$ cat config.mk
export PLATFORM = sky130hd
export DESIGN_NAME = mmcm_drp_responder_flat
export DESIGN_NICKNAME = d
export VERILOG_FILES = /design/src/rtl/mmcm_drp_responder_pkg.sv /design/src/rtl/mmcm_drp_responder_if.sv /design/src/rtl/mmcm_drp_responder_lock.sv /design/src/rtl/mmcm_drp_responder.sv /design/src/flat_wrapper.sv
export SDC_FILE = /design/constraint.sdc
export NUM_CORES = 2
export LEC_CHECK = 0
export CORE_MARGIN = 4
export CORE_UTILIZATION = 55
export CTS_CLUSTER_SIZE = 28
export DETAILED_ROUTE_END_ITERATION = 8
export PLACE_DENSITY_LB_ADDON = 0.25
export SLEW_MARGIN = 40
export SYNTH_ARGS = -nofsm -noshare
export SYNTH_HDL_FRONTEND = slang
export SYNTH_SLANG_ARGS = --single-unit
export TNS_END_PERCENT = 10
$ cat constraint.sdc
create_clock -name clk -period 3.11 [get_ports clk]
set_input_delay 0.622 -clock clk [delete_from_list [all_inputs] [get_ports clk]]
set_output_delay 0.622 -clock clk [all_outputs]
set_load 0.02 [all_outputs]
$ cat src/rtl/mmcm_drp_responder_pkg.sv
// Shared DRP widths, responder state encoding and the captured-request record.
// Imported by the interface, the responder top and the bench.
package drp_pkg;

    localparam int DRP_AW = 7;
    localparam int DRP_DW = 16;

    typedef enum logic [3:0] {
        RSP_IDLE = 4'd0,
        RSP_BUSY = 4'd1,
        RSP_RESP = 4'd2,
        RSP_GAP  = 4'd3
    } drp_rsp_state_t;

    typedef struct packed {
        logic              we;
        logic [DRP_AW-1:0] addr;
        logic [DRP_DW-1:0] data;
    } drp_req_t;

endpackage

$ cat src/rtl/mmcm_drp_responder_if.sv
// DRP bus between an initiator (master) and the emulated MMCM port (slave).
interface mmcm_drp_responder_if;
    import drp_pkg::*;

    logic              den;
    logic              dwe;
    logic [DRP_AW-1:0] daddr;
    logic [DRP_DW-1:0] din;
    logic [DRP_DW-1:0] dout;
    logic              drdy;

    modport master (output den, dwe, daddr, din, input dout, drdy);
    modport slave  (input den, dwe, daddr, din, output dout, drdy);

endinterface

$ cat src/rtl/mmcm_drp_responder_lock.sv
// Emulated MMCM lock: saturating count of consecutive cycles with rst_mmcm low.
module mmcm_lock_model #(
    parameter int LOCK_CYCLES = 64
) (
    input  logic clk,
    input  logic reset,
    input  logic rst_mmcm,
    output logic locked
);

    localparam int CW = $clog2(LOCK_CYCLES + 1);
    localparam logic [CW-1:0] CNT_MAX = CW'(LOCK_CYCLES);

    logic [CW-1:0] cnt_q, cnt_d;
    logic          locked_q;

    always_comb begin
        cnt_d = cnt_q;
        if (rst_mmcm) begin
            cnt_d = '0;
        end else if (cnt_q != CNT_MAX) begin
            cnt_d = cnt_q + CW'(1);
        end
    end

    always_ff @(posedge clk) begin
        if (reset) begin
            cnt_q    <= '0;
            locked_q <= 1'b0;
        end else begin
            cnt_q    <= cnt_d;
            locked_q <= (cnt_d == CNT_MAX);
        end
    end

    assign locked = locked_q;

endmodule

$ cat src/rtl/mmcm_drp_responder.sv
// DRP target standing in for MMCM_ADV/PLL_ADV: 128x16 register bank with
// programmable drdy latency, sticky protocol-violation flag and a lock model.
module mmcm_drp_responder
    import drp_pkg::*;
#(
    parameter int              DRDY_LATENCY = 3,
    parameter int              LOCK_CYCLES  = 64,
    parameter logic [DRP_DW-1:0] INIT_VALUE = 16'h0000
) (
    input  logic                 clk,
    input  logic                 reset,
    mmcm_drp_responder_if.slave  drp,
    input  logic                 rst_mmcm,
    output logic                 locked,
    output logic                 err
);

    localparam int BANK_DEPTH = 1 << DRP_AW;

    localparam logic [3:0] S_IDLE = RSP_IDLE;
    localparam logic [3:0] S_BUSY = RSP_BUSY;
    localparam logic [3:0] S_RESP = RSP_RESP;
    localparam logic [3:0] S_GAP  = RSP_GAP;

    localparam logic [3:0] LAT_M1 = 4'(DRDY_LATENCY - 1);

    logic [3:0]        state_q, state_d;
    logic [3:0]        cnt_q, cnt_d;
    drp_req_t          req_q, req_d, req_in;
    logic              err_q, err_d;
    logic [DRP_DW-1:0] dout_q;
    logic              drdy_q;
    logic              resp_start;

    logic [BANK_DEPTH-1:0][DRP_DW-1:0] bank_q;

    assign req_in = {drp.dwe, drp.daddr, drp.din};

    always_comb begin
        state_d = state_q;
        cnt_d   = cnt_q;
        req_d   = req_q;
        err_d   = err_q;
        case (state_q)
            S_IDLE: begin
                if (drp.den) begin
                    req_d   = req_in;
                    cnt_d   = LAT_M1;
                    state_d = (LAT_M1 == 4'd0) ? S_RESP : S_BUSY;
                end
            end
            S_BUSY: begin
                // Reads may be pulsed; a write must hold den with stable fields.
                if (drp.den && (req_in != req_q)) err_d = 1'b1;
                if (!drp.den && req_q.we)         err_d = 1'b1;
                cnt_d = cnt_q - 4'd1;
                if (cnt_d == 4'd0) state_d = S_RESP;
            end
            S_RESP: begin
                if (drp.den && (drp.daddr != req_q.addr)) err_d = 1'b1;
                state_d = S_GAP;
            end
            S_GAP: begin
                state_d = S_IDLE;
            end
            default: begin
                state_d = S_IDLE;
            end
        endcase
    end

    // The response (and the bank write) is committed on the edge entering RESP,
    // so drdy and dout come straight from flops.
    assign resp_start = (state_d == S_RESP);

    always_ff @(posedge clk) begin
        if (reset) begin
            state_q <= S_IDLE;
            cnt_q   <= 4'd0;
            req_q   <= '0;
            err_q   <= 1'b0;
            dout_q  <= '0;
            drdy_q  <= 1'b0;
            bank_q  <= {BANK_DEPTH{INIT_VALUE}};
        end else begin
            state_q <= state_d;
            cnt_q   <= cnt_d;
            req_q   <= req_d;
            err_q   <= err_d;
            drdy_q  <= resp_start;
            if (resp_start) begin
                if (req_d.we) bank_q[req_d.addr] <= req_d.data;
                else          dout_q             <= bank_q[req_d.addr];
            end
        end
    end

    assign drp.dout = dout_q;
    assign drp.drdy = drdy_q;
    assign err      = err_q;

    mmcm_lock_model #(
        .LOCK_CYCLES (LOCK_CYCLES)
    ) u_lock (
        .clk      (clk),
        .reset    (reset),
        .rst_mmcm (rst_mmcm),
        .locked   (locked)
    );

endmodule

$ cat src/flat_wrapper.sv
// flat-port wrapper written by rule: the top's interface ports become plain ports
module mmcm_drp_responder_flat import drp_pkg::*;
#(
    parameter int              DRDY_LATENCY = 3,
    parameter int              LOCK_CYCLES  = 64,
    parameter logic [DRP_DW-1:0] INIT_VALUE = 16'h0000
)
  (clk, reset, rst_mmcm, locked, err, drp_den, drp_dwe, drp_daddr, drp_din, drp_dout, drp_drdy);
  mmcm_drp_responder_if drp_i ();
  input  logic clk;
  input  logic reset;
  input  logic rst_mmcm;
  output logic locked;
  output logic err;
  input wire logic [$bits(drp_i.den)-1:0] drp_den;
  input wire logic [$bits(drp_i.dwe)-1:0] drp_dwe;
  input wire logic [$bits(drp_i.daddr)-1:0] drp_daddr;
  input wire logic [$bits(drp_i.din)-1:0] drp_din;
  output wire logic [$bits(drp_i.dout)-1:0] drp_dout;
  output wire logic [$bits(drp_i.drdy)-1:0] drp_drdy;
  assign drp_i.den = drp_den;
  assign drp_i.dwe = drp_dwe;
  assign drp_i.daddr = drp_daddr;
  assign drp_i.din = drp_din;
  assign drp_dout = drp_i.dout;
  assign drp_drdy = drp_i.drdy;
  mmcm_drp_responder #(.DRDY_LATENCY(DRDY_LATENCY), .LOCK_CYCLES(LOCK_CYCLES), .INIT_VALUE(INIT_VALUE)) u_core (.clk(clk), .reset(reset), .drp(drp_i), .rst_mmcm(rst_mmcm), .locked(locked), .err(err));
endmodule
==> flow_metrics.py <==
metrics = {
    "status": {
        "outcome": "complete, but fails checks",
        "violations": "negative setup slack",
    },
    "pwr": {
        "power_density_nw_per_um2": 454,
        "comb_power_share_pct": 8.8,
        "pwr-share-clk_pct": 46.2,
        "leakage_uw": 0.0409,
        "p_int_uw": 44700,
        "p_seq_share_pct": 45.1,
        "p_switching_uw": 15200,
        "switching_share_pct": 25.4,
        "ir_drop_mv": 0.657,
        "total_power_uw": 59900,
    },
    "run": {
        "cap_violations": 0,
    },
    "timing": {
        "final-hold-violation-count": 0,
        "maxSlewHeadroom_pct": 43.8,
        "whs_ps": 269,
        "post-route-period-util_pct": 109,
        "worstMarginPinSlew_ps": 843,
        "grt_setup_unrepaired": "true",
        "setup_ws_ps": -276,
        "min_period_ps": 3390,
        "fmax_mhz": 295,
        "setup_viol": 16,
        "final.setup.tns_ps": -2210,
        "fin_skew_ps": 55.4,
        "slew_viol_final": 0,
    },
    "die": {
        "dieHeight_um": 445,
        "core-area_um2": 190000,
        "initial_core_util_pct": 55.3,
        "pin_count": 47,
        "fp.dieW_um": 445,
        "std_cell_rows": 160,
        "die_area_um2": 198000,
    },
    "clock_network": {
        "cts_buffer_depth": 3,
        "clock_latency_ps": 910,
        "cts_tree": "done",
        "cts_sinks": 2106,
        "htree_levels": 4,
        "cts_hold_buf": 0,
        "clockRootBuffer": "clkbuf_16",
        "numCtsBuffers": 221,
        "clk_pin_slew_worst_paths_ps": 60,
    },
    "place": {
        "placed_area_um2": 119000,
        "post-dp-hpwl_mm": 260,
        "numPortBuffers": 46,
        "gp_congestion": 0.982,
    },
    "grt": {
        "grtUsageTotal_pct": 39.1,
        "grt_pass1_wl_mm": 615,
        "grt_pass1_vias": 103000,
        "grt.overflow.total": 0,
        "antenna_found_initial": 4,
        "grt_max_degree": 130,
    },
    "setup_path": {
        "required_ps": 3920,
        "cp-start-kind": "flip-flop",
        "cp_max_fo": 7,
        "crit_path_end_kind": "flip-flop",
        "crit_arrival_ps": 4200,
        "path_class": "reg2reg",
        "r2r_cells": 14,
    },
    "drt": {
        "viasPerCell": 6.80,
        "wl_mm": 421,
        "drc": 0,
        "postRouteAntennaNets": 0,
        "drt-initial-drc-count": 16300,
        "dr.pass1.iters": 9,
        "num_vias": 111000,
        "wl_per_cell_um": 25.9,
    },
    "logic_synthesis": {
        "synth_cell_type_count": 57,
        "synth_area_leaders": "dfxtp_1 (40%), a211oi_1 (18%), nor2_1 (7.9%)",
        "synth_edf_count": 0,
        "synth_top_area_share_pct": 40.2,
        "synth.avg_cell_area_um2": 7.90,
        "synth-async-reset-ratio_pct": 0,
        "synth-seq-area-share_pct": 40.2,
        "synth_top_cell_by_area": "dfxtp_1",
        "ys_ff_latch": 2106,
        "synthCells": 13300,
        "ys.warnings.count": 0,
        "netlist_area_um2": 105000,
        "ys.flop_type": "dfxtp_1",
    },
    "finish": {
        "final_common_cell": "a211oi_1",
        "design_area_um2": 132000,
        "layout_common_cells": "a211oi_1 (2,475), nor2_1 (2,102), dfxtp_1 (2,101)",
        "final_util_pct": 69.5,
        "final_nets": 13600,
        "final.fill_count": 14200,
        "synthToLayoutAreaGrowth_pct": 25.8,
        "drive_gt1_share_pct": 18.2,
    },
    "worst_hold_path": {
        "holdPathStages": 2,
        "hold_path_class": "in2reg",
    },
}
-- per-layer routing --
| layer | vias up | share of wire (%) | track usage, % |
|---|---|---|---|
| li1 | 48900 | - | - |
| met1 | 52400 | 37 | 49.8 |
| met2 | 7538 | 43 | 58.5 |
| met3 | 1714 | 12 | 9.13 |
| met4 | 2 | 7.7 | 27.6 |
| met5 | - | 0.038 | 0.611 |
-- power by group through the flow --
stage          Sequential [uW]  Combinational [uW]  Clock [uW]
6_report                 27000                5260       27700
5_1_grt                  27000                5320       28800
4_1_cts                  27000                4820       27700
3_5_place_dp             27600                4650           0
3_3_place_gp             27600                4580           0
2_1_floorplan            27600                2150           0
-- state kept, by name (all words and copies together), names as in the netlist --
register	cells
u_core.bank_q	2048
u_core.req_q	24
u_core.drp.dout	16
u_core.u_lock.cnt_q	7
u_core.cnt_q	4
u_core.state_q	4
u_core.drp.drdy	1
u_core.err	1
u_core.u_lock.locked	1
-- kinds of logic after synthesis --
kind of cell               after synthesis  share of synthesized area (%)
DFF                                   2106                           40.2
buffers and inverters                 1660                           6.38
AOI/OAI and AO/OA                     4581                           30.9
and+or+nand+nor                       4638                           19.6
muxes                                  274                           2.61
adders and majority gates                4                         0.0477
xor gates and xnor gates                30                          0.250
other                                    1                        0.00357
-- synthesized netlist by cell type (4+ instances only) --
cell,instances
a31oi_1,8
and3_1,16
a22oi_1,496
mux2i_1,274
nand4_1,18
o21ai_0,270
a21oi_1,291
clkbuf_1,1266
ha_1,4
nor3_1,10
xor2_1,22
a21boi_0,14
dfxtp_1,2106
a41oi_1,125
xnor2_1,8
a211oi_1,2546
nor4_1,35
nor2_2,21
o21a_1,66
nor2_1,2216
a311oi_1,14
buf_2,325
nand2b_1,1003
nand2_1,1034
inv_1,10
o22ai_1,639
buf_4,15
o41ai_1,81
buf_1,44
nand3_1,264
or2_2,4
-- cell type report --
cell class | count | area [um2] | share of cell area (%)
diodes | 4 | 10.0 | 0.00758
clock buffers | 313 | 6390 | 4.84
clock inverters | 102 | 1190 | 0.901
inverters | 10 | 37.5 | 0.0284
multi-input cells | 9530 | 59200 | 44.8
flip-flops and latches | 2106 | 42200 | 31.9
well taps | 2511 | 3140 | 2.38
repair buffers | 1680 | 20000 | 15.1
-- final timing paths --
path / startpoint / to / slack [ps]
worst max-delay path: u_core.state_q[3] / u_core.drp.dout[14] / -280
worst min-delay path: reset / u_core.bank_q[549] / 270
worst max register to register: u_core.state_q[3] / u_core.drp.dout[14] / -280
worst min register to register: u_core.err / u_core.err / 480
-- metrics by stage --
stage               cells  setup WS [ps]
global placement    15600          -1690
detailed placement  15600          -1550
floorplan           13300            275
finish              16300           -276
global route        16300           -278
CTS                 16100           -126
-- timing repair --
| item | CTS | global route |
|---|---|---|
| pin swaps | 87 | 110 |
| setup buffers | 51 | 102 |
| setup endpoints to repair | 1216 | 1329 |
| resized for setup | 277 | 262 |
| gates cloned | 15 | 35 |
-- critical path: stages, from the launching register on --
cell and delay (ps):
dfxtp_2 330, or3_1 400, buf_6 160, nor4_4 220
buf_4 200, buf_12 190, buf_12 160, buf_12 130
o22ai_1 90, a41oi_1 480, nor4_1 200, o22ai_1 220
buf_4 190, a21oi_2 40, a311oi_1 270
No activity file was read; power rests on OpenSTA's default activity.
